$ cat config.mk
export PLATFORM = sky130hd
export DESIGN_NAME = peristaltic_pump_ctrl
export DESIGN_NICKNAME = d
export VERILOG_FILES = /design/src/rtl/peristaltic_pump_ctrl.sv
export SDC_FILE = /design/constraint.sdc
export NUM_CORES = 1
export LEC_CHECK = 0
export CAP_MARGIN = 10
export CORE_MARGIN = 5
export CORE_UTILIZATION = 30
export CTS_BUF_LIST = sky130_fd_sc_hd__clkbuf_2 sky130_fd_sc_hd__clkbuf_4 sky130_fd_sc_hd__clkbuf_8
export CTS_CLUSTER_DIAMETER = 80
export DETAILED_ROUTE_END_ITERATION = 16
export PLACE_DENSITY_LB_ADDON = 0.25
export SKIP_CTS_REPAIR_TIMING = 1
export SLEW_MARGIN = 20
export SYNTH_ARGS = -nofsm -noshare
export SYNTH_HDL_FRONTEND = slang
export SYNTH_SLANG_ARGS = --single-unit
$ cat constraint.sdc
create_clock -name clk -period 6.4 [get_ports clk]
set_input_delay 0.96 -clock clk [delete_from_list [all_inputs] [get_ports clk]]
set_output_delay 0.96 -clock clk [all_outputs]
set_load 0.02 [all_outputs]
$ cat src/rtl/peristaltic_pump_ctrl.sv
// Six-phase pneumatic sequencer for a three-valve peristaltic pump and a three-way source mux.
// Optional abort input is compiled in when PUMP_ABORT_EN is defined.
module peristaltic_pump_ctrl #(
    parameter int unsigned CNT_W    = 16,
    parameter int unsigned STROKE_W = 8
) (
    input  logic                clk,
    input  logic                rst,
    input  logic                start,
    input  logic                stop,
    input  logic                dir,
    input  logic [CNT_W-1:0]    phase_ticks,
    input  logic [STROKE_W-1:0] strokes,
    input  logic [1:0]          src_sel,
`ifdef PUMP_ABORT_EN
    input  logic                abort,
`endif
    output logic                busy,
    output logic                done,
    output logic                err,
    output logic                pump1,
    output logic                pump2,
    output logic                pump3,
    output logic                sa,
    output logic                sb,
    output logic                sc,
    output logic [STROKE_W-1:0] stroke_cnt
);

    typedef enum logic [1:0] {StIdle, StSettle, StRun, StFinish} state_e;

    state_e              state_q, state_d;
    logic [CNT_W-1:0]    timer_q, timer_d;
    logic [CNT_W-1:0]    t_q, t_d;
    logic [CNT_W-1:0]    t_new;
    logic [2:0]          phase_q, phase_d;
    logic [STROKE_W-1:0] cnt_q, cnt_d, cnt_inc;
    logic [STROKE_W-1:0] n_q, n_d;
    logic                dir_q, dir_d;
    logic [1:0]          sel_q, sel_d;
    logic                stop_q, stop_d;
    logic                done_q, done_d;
    logic                err_q, err_d;
    logic                busy_q, busy_d;
    logic [2:0]          pump_q, pump_d;
    logic [2:0]          mux_q, mux_d;
    logic                stop_req, last_phase;
    logic [2:0]          phase_nxt;

    // Pump pattern as {pump1, pump2, pump3}; adjacent phases differ in exactly one line.
    function automatic logic [2:0] phase_pattern(input logic [2:0] ph);
        unique case (ph)
            3'd0:    phase_pattern = 3'b101;
            3'd1:    phase_pattern = 3'b100;
            3'd2:    phase_pattern = 3'b110;
            3'd3:    phase_pattern = 3'b010;
            3'd4:    phase_pattern = 3'b011;
            3'd5:    phase_pattern = 3'b001;
            default: phase_pattern = 3'b111;
        endcase
    endfunction

    always_ff @(posedge clk or posedge rst) begin
        if (rst) begin
            state_q <= StIdle;
            timer_q <= '0;
            t_q     <= CNT_W'(1);
            phase_q <= 3'd0;
            cnt_q   <= '0;
            n_q     <= '0;
            dir_q   <= 1'b0;
            sel_q   <= 2'd0;
            stop_q  <= 1'b0;
            done_q  <= 1'b0;
            err_q   <= 1'b0;
            busy_q  <= 1'b0;
            pump_q  <= 3'b111;
            mux_q   <= 3'b000;
        end else begin
            state_q <= state_d;
            timer_q <= timer_d;
            t_q     <= t_d;
            phase_q <= phase_d;
            cnt_q   <= cnt_d;
            n_q     <= n_d;
            dir_q   <= dir_d;
            sel_q   <= sel_d;
            stop_q  <= stop_d;
            done_q  <= done_d;
            err_q   <= err_d;
            busy_q  <= busy_d;
            pump_q  <= pump_d;
            mux_q   <= mux_d;
        end
    end

    always_comb begin
        state_d    = state_q;
        timer_d    = timer_q;
        t_d        = t_q;
        phase_d    = phase_q;
        cnt_d      = cnt_q;
        n_d        = n_q;
        dir_d      = dir_q;
        sel_d      = sel_q;
        stop_d     = stop_q;
        done_d     = 1'b0;
        err_d      = 1'b0;
        t_new      = (phase_ticks == '0) ? CNT_W'(1) : phase_ticks;
        stop_req   = stop_q | stop;
        last_phase = dir_q ? (phase_q == 3'd0) : (phase_q == 3'd5);
        cnt_inc    = cnt_q + STROKE_W'(1);
        if (dir_q) phase_nxt = (phase_q == 3'd0) ? 3'd5 : phase_q - 3'd1;
        else       phase_nxt = (phase_q == 3'd5) ? 3'd0 : phase_q + 3'd1;

        unique case (state_q)
            StIdle: begin
                if (start) begin
                    if (src_sel == 2'd3) begin
                        err_d = 1'b1;
                    end else begin
                        state_d = StSettle;
                        t_d     = t_new;
                        timer_d = t_new - CNT_W'(1);
                        n_d     = strokes;
                        dir_d   = dir;
                        sel_d   = src_sel;
                        cnt_d   = '0;
                        stop_d  = 1'b0;
                    end
                end
            end
            StSettle: begin
                if (stop) stop_d = 1'b1;
                if (timer_q == '0) begin
                    timer_d = t_q - CNT_W'(1);
                    if (stop_req) begin
                        state_d = StFinish;
                        stop_d  = 1'b0;
                    end else begin
                        state_d = StRun;
                        phase_d = dir_q ? 3'd5 : 3'd0;
                    end
                end else begin
                    timer_d = timer_q - CNT_W'(1);
                end
            end
            StRun: begin
                if (stop) stop_d = 1'b1;
                if (timer_q == '0) begin
                    timer_d = t_q - CNT_W'(1);
                    if (last_phase) cnt_d = cnt_inc;
                    // A pending stop only ends the run at a phase boundary; partial strokes are not counted.
                    if (stop_req || (last_phase && n_q != '0 && cnt_inc == n_q)) begin
                        state_d = StFinish;
                        stop_d  = 1'b0;
                    end else begin
                        phase_d = phase_nxt;
                    end
                end else begin
                    timer_d = timer_q - CNT_W'(1);
                end
            end
            StFinish: begin
                if (timer_q == '0) begin
                    state_d = StIdle;
                    done_d  = 1'b1;
                end else begin
                    timer_d = timer_q - CNT_W'(1);
                end
            end
        endcase

`ifdef PUMP_ABORT_EN
        if (abort && state_q != StIdle) begin
            state_d = StIdle;
            timer_d = '0;
            cnt_d   = cnt_q;
            stop_d  = 1'b0;
            done_d  = 1'b0;
            err_d   = 1'b1;
        end
`endif
    end

    // Registered outputs are derived from the next state so they change on the entering edge.
    always_comb begin
        pump_d = 3'b111;
        mux_d  = 3'b000;
        busy_d = (state_d != StIdle);
        if (state_d == StRun) pump_d = phase_pattern(phase_d);
        if (state_d != StIdle) begin
            unique case (sel_d)
                2'd0:    mux_d = 3'b100;
                2'd1:    mux_d = 3'b010;
                2'd2:    mux_d = 3'b001;
                default: mux_d = 3'b000;
            endcase
        end
    end

    assign busy       = busy_q;
    assign done       = done_q;
    assign err        = err_q;
    assign pump1      = pump_q[2];
    assign pump2      = pump_q[1];
    assign pump3      = pump_q[0];
    assign sa         = mux_q[2];
    assign sb         = mux_q[1];
    assign sc         = mux_q[0];
    assign stroke_cnt = cnt_q;

endmodule

Yosys cells after proc, flatten, opt, wreduce, memory -nomap -nowiden --
Cells that the tools add are included.
Storage, ports and cells: logic and storage cells 108, input port bits 31, output and inout port bits 17, flip-flop bits (word level) 66
Operators by class: equality and inequality tests 19, reductions and logical operators 18, add/subtract/negate cells 6, bitwise logic cells 2, muxes and demuxes 49
Operator list (number):
- 16-bit two-way mux | 5
- 16-bit case mux with 3 select lines | 1
- 16-bit by 1-bit subtractor with 16-bit output (second input constant) | 3
- 16-bit zero test | 2
- 8-bit two-way mux | 4
- 3-bit two-way mux | 10
- 2-bit two-way mux | 9
- 3-bit case mux with 6 select lines | 1
- 8-bit case mux with 2 select lines | 1
- 1-bit two-way mux | 14
- 2-bit == test (second input constant) | 5
- 2-bit inequality test (second input constant) | 5
- 3-bit == test (second input constant) | 3
- 3-bit case mux with 3 select lines | 1
- 3-bit AND reduction | 3
- 8-bit by 1-bit adder with 8-bit output (second input constant) | 1
- 8-bit == test | 1
- 2-bit case mux with 4 select lines | 1
- 8-bit nonzero test | 1
- 3-bit by 2-bit == test with 1-bit output (second input constant) | 2
- 3-bit zero test | 2
- 3-bit case mux with 2 select lines | 1
- 5-bit AND reduction | 1
- 2-bit by 1-bit == test with 1-bit output (second input constant) | 2
- other kinds (12) | 15

Depth between registers and ports, before layout --
word-level depth 11, gate-level depth with buffers 12, depth with buffers taken out 11

Worst setup path before layout --
No wires, ideal clock.
path kind input-to-reg, start input phase_ticks[4], end register timer_q[14], path slack 3.523 ns, data arrival time 2.795 ns, buffers on the path 0, stages on the path 11, required time 6.317 ns, library setup time 0.083 ns, path through nor3_1 and3_1 a31oi_1 ha_1 nand2_1 nor4_1 nand2_1 nor4_1 xor2_1 o21ai_0 o21ai_0
Between the ends: word-level cells in the longest chain between the ends 6
RTL lines:
- start, declared | line 12 | input logic [CNT_W-1:0] phase_ticks,
- 16-bit zero test | line 109 | t_new = (phase_ticks == '0) ? CNT_W'(1) : phase_ticks;
- 16-bit two-way mux (*) | line 109
- 16-bit by 1-bit subtractor with 16-bit output (*) | line 124 | timer_d = t_new - CNT_W'(1);
- 16-bit two-way mux (*) | line 119 | if (src_sel == 2'd3) begin
- 16-bit two-way mux (*) | line 118 | if (start) begin
- 16-bit case mux with 3 select lines (*) | line 116 | unique case (state_q)
- end signal, assigned | line 81 | timer_q <= timer_d;
- end, declared | line 33 | logic [CNT_W-1:0] timer_q, timer_d;
Every way passes the cells marked *; elsewhere a longest branch is shown, timed or not. The select of a mux whose other input is x is not followed. A chain may end at the register's enable or synchronous reset.

Worst setup path in the final report --
start register state_q[1], end register timer_q[6]
Between the ends: word-level cells in the longest chain between the ends 3, elaborated cells between the ends (all ways) 10, classes of those cells eq/ne: 6; mux: 1; reduce/logical: 3
RTL lines:
- start, declared | line 32 | state_e state_q, state_d;
- start signal, assigned | line 65 | state_q <= StIdle;
- start signal, assigned | line 80 | state_q <= state_d;
- 2-bit == test, or another cell as far along | line 116
- 2-bit OR reduction (no line) / 2-bit inequality test (equally long branches)
- 16-bit case mux with 3 select lines / 3-bit AND reduction (equally long branches)
Several ways; a longest one is shown, not always the timed one.

==> flow_metrics.env <==
export IMPL_powerDensity_nw_per_um2=386
export IMPL_grtUsageMet1_pct=17.8
export IMPL_async_flop_share_pct=100
export IMPL_synth_fa_ha_area_share_pct=2.69
export IMPL_internal_power_mw=1.16
export IMPL_antenna_cells=0
export IMPL_syn_inst=452
export IMPL_antenna_found_initial=0
export IMPL_die_h_um=128
export IMPL_synth_commonest_cells="dfrtp_1, nand2_1, o21ai_0"
export IMPL_cts_root_buf="clkbuf_8"
export IMPL_cts_tree="yes"
export IMPL_num_vias=3496
export IMPL_p_sw_share_pct=40.3
export IMPL_synth_mux_area_share_pct=6.94
export IMPL_cts_made_buffers=9
export IMPL_grt_pass1_wl_mm=17.8
export IMPL_switchingPower_mw=0.784
export IMPL_ir_drop_mv=0.155
export IMPL_cp_required_ns=6.61
export IMPL_layout_cells_non_filler=682
export IMPL_max_slew_worst_pin_slew_ns=0.927
export IMPL_tns_ns=0
export IMPL_seq_area_frac_synth_pct=39.6
export IMPL_htree_levels=3
export IMPL_synthDistinctLibCells=56
export IMPL_max_clock_path_buffers=2
export IMPL_p_total_mw=1.95
export IMPL_hold_class="flop to flop"
export IMPL_syn_to_final_growth_pct=20.5
export IMPL_grt_overflow=0
export IMPL_startpoint_type="flop"
export IMPL_finalWorstSetupSlack_ns=2.69
export IMPL_routedWlPerCell_um=15.6
export IMPL_rows=43
export IMPL_drtIter0Drc=278
export IMPL_drive_gt1_share_pct=13.5
export IMPL_initial_core_util_pct=30.4
export IMPL_clock_latency_ns=0.36
export IMPL_pre_cts_slack_ns=2.43
export IMPL_drc=0
export IMPL_postRouteAntennaNets=0
export IMPL_maxSlewHeadroom_pct=38.2
export IMPL_place_gp_congestion=0.850
export IMPL_fin_util_pct=36.6
export IMPL_num_io_pins=48
export IMPL_min_period_over_period_pct=58.0
export IMPL_final_area_um2=5040
export IMPL_critical_path_class="flop to flop"
export IMPL_core_um2=13800
export IMPL_grt_setup_unrepaired="false"
export IMPL_yosys_most_used_dff="dfrtp_1"
export IMPL_io_buffers=47
export IMPL_p_clk_share_pct=18.9
export IMPL_use_met2_pct=21.3
export IMPL_synth_compound_area_share_pct=15.7
export IMPL_end_kind="flop"
export IMPL_seqPwrFrac_pct=38.5
export IMPL_period_needed_ns=3.71
export IMPL_maxCapViolations=0
export IMPL_hold_slack_ns=0.525
export IMPL_place_area_um2=4840
export IMPL_synthXorXnorAreaFrac_pct=10.3
export IMPL_fmax_mhz=269
export IMPL_total_leakage_power_nw=1.95
export IMPL_yosysWarnings=0
export IMPL_placed_cells=666
export IMPL_synth_edf_count=0
export IMPL_synth_most_common_cell="dfrtp_1"
export IMPL_grt_met3_usage_pct=3.00
export IMPL_setup_viol=0
export IMPL_cts_clk_slew_worst_paths_ns=0.07
export IMPL_synth_simple_area_share_pct=21.8
export IMPL_syn_area_um2=4180
export IMPL_first_pass_iters=5
export IMPL_filler_cell_count=1459
export IMPL_critPathArrivalTime_ns=3.92
export IMPL_hold_depth=2
export IMPL_status="finished clean"
export IMPL_avgSynthCellArea_um2=9.26
export IMPL_grt_pass1_vias=3581
export IMPL_yosys_area_top_type="dfrtp_1"
export IMPL_yosys_top_cells_area="dfrtp_1, mux2_2, xnor2_1"
export IMPL_combPwrFrac_pct=42.6
export IMPL_hold_viol_final=0
export IMPL_drt_wl_total_mm=10.6
export IMPL_synth_nets=492
export IMPL_dp_hpwl_mm=7.70
export IMPL_synth_seq_cells=66
export IMPL_fin_worst_skew_ns=0.00872
export IMPL_nNetsFinal=537
export IMPL_cts_sinks=66
export IMPL_grt_max_degree=67
export IMPL_grt_usage_pct=13.5
export IMPL_vias_per_cell=5.13
export IMPL_synth_top_family_by_area="simple AND/OR/NAND/NOR gates"
export IMPL_busiest_layer="met2"
export IMPL_dieArea_um2=16400
export IMPL_rr_worst_depth=10
export IMPL_slew_viol_final=0
export IMPL_worstPathMaxFanout=32
export IMPL_die_x_um=128
export IMPL_synth_top_area_share_pct=37.1
logic make-up (layout without fill, tap and decap cells):
| kind of cell | count (synthesis) | count (layout) |
|---|---|---|
| buf+inv | 33 | 83 |
| xor+xnor | 49 | 49 |
| compound gates | 103 | 103 |
| simple gates | 166 | 166 |
| fa+ha+maj | 9 | 9 |
| mux | 26 | 26 |
| flops | 66 | 66 |
cells in the final DEF, fill, tap and decap left out, drive strengths merged, types with 3 or more instances in the layout:
cell,netlist,layout
ha,9,9
nand3b,3,3
o21ai,43,43
dfstp,4,4
a31oi,3,3
clkbuf,14,11
a211oi,4,4
and3,4,4
mux2,24,24
inv,18,18
nor2b,6,6
o31ai,6,6
clkdlybuf4s50,0,47
nor4,9,9
a221oi,3,3
nor3,19,19
clkinv,0,3
nand2,45,45
nor2,32,32
or4,8,8
a21o,5,5
o22ai,9,9
a21oi,14,14
o221ai,6,6
xnor2,30,30
nand2b,8,8
or3,9,9
xor2,19,19
dfrtp,62,62
nand3,12,12
registers in the layout (all words and copies together) (netlist names):
register and count:
done 1, dir_q 1, busy 1, stroke_cnt 8, stop_q 1, state_q 2
timer_q 16, sel_q 2, mux_q 3, err 1, phase_q 3, t_q 16
pump_q 3, n_q 8
worst max-delay path: stages (launching register included):
cell and delay [ns]:
dfrtp_1 0.41, inv_1 0.11, ha_1 0.70, inv_1 0.56
a21oi_1 0.63, a31o_2 0.60, nor3_1 0.11, a21oi_1 0.13
nor2_1 0.05, nor2_1 0.14, o221ai_1 0.11
worst paths after layout:
check                           start          to  slack [ns]
max                        state_q[1]  timer_q[6]        2.69
min                          sel_q[1]    sel_q[1]        0.52
max reg2reg                state_q[1]  timer_q[6]        2.69
min reg2reg                  sel_q[1]    sel_q[1]        0.52
max in group asynchronous         rst  timer_q[1]        4.64
min in group asynchronous         rst     t_q[11]        1.15
power groups by stage:
stage | logic [mW] | registers [mW] | clock network, mW
after floorplan | 0.627 | 0.719 | 0
after global placement | 0.819 | 0.750 | 0
after detailed placement | 0.829 | 0.755 | 0
after CTS | 0.834 | 0.747 | 0.384
after global routing | 0.926 | 0.772 | 0.397
final | 0.829 | 0.748 | 0.368
layout make-up:
cell class | count | area (µm²) | share of cell area [%]
flip-flops and latches | 66 | 1660 | 32.9
repair buffers | 49 | 485 | 9.63
inverters | 18 | 67.6 | 1.34
well taps | 180 | 225 | 4.47
clock inverters | 5 | 52.6 | 1.04
multi-input cells | 353 | 2400 | 47.7
clock buffers | 11 | 151 | 3.00
layer usage:
layer,wire [µm],share of wire [%],up-vias
met5,0,0,-
met4,199,1.9,0
met1,4980,47,1685
met2,4950,47,83
met3,489,4.6,13
li1,-,-,1715
Note: power is estimated with default switching activity, not from simulation.
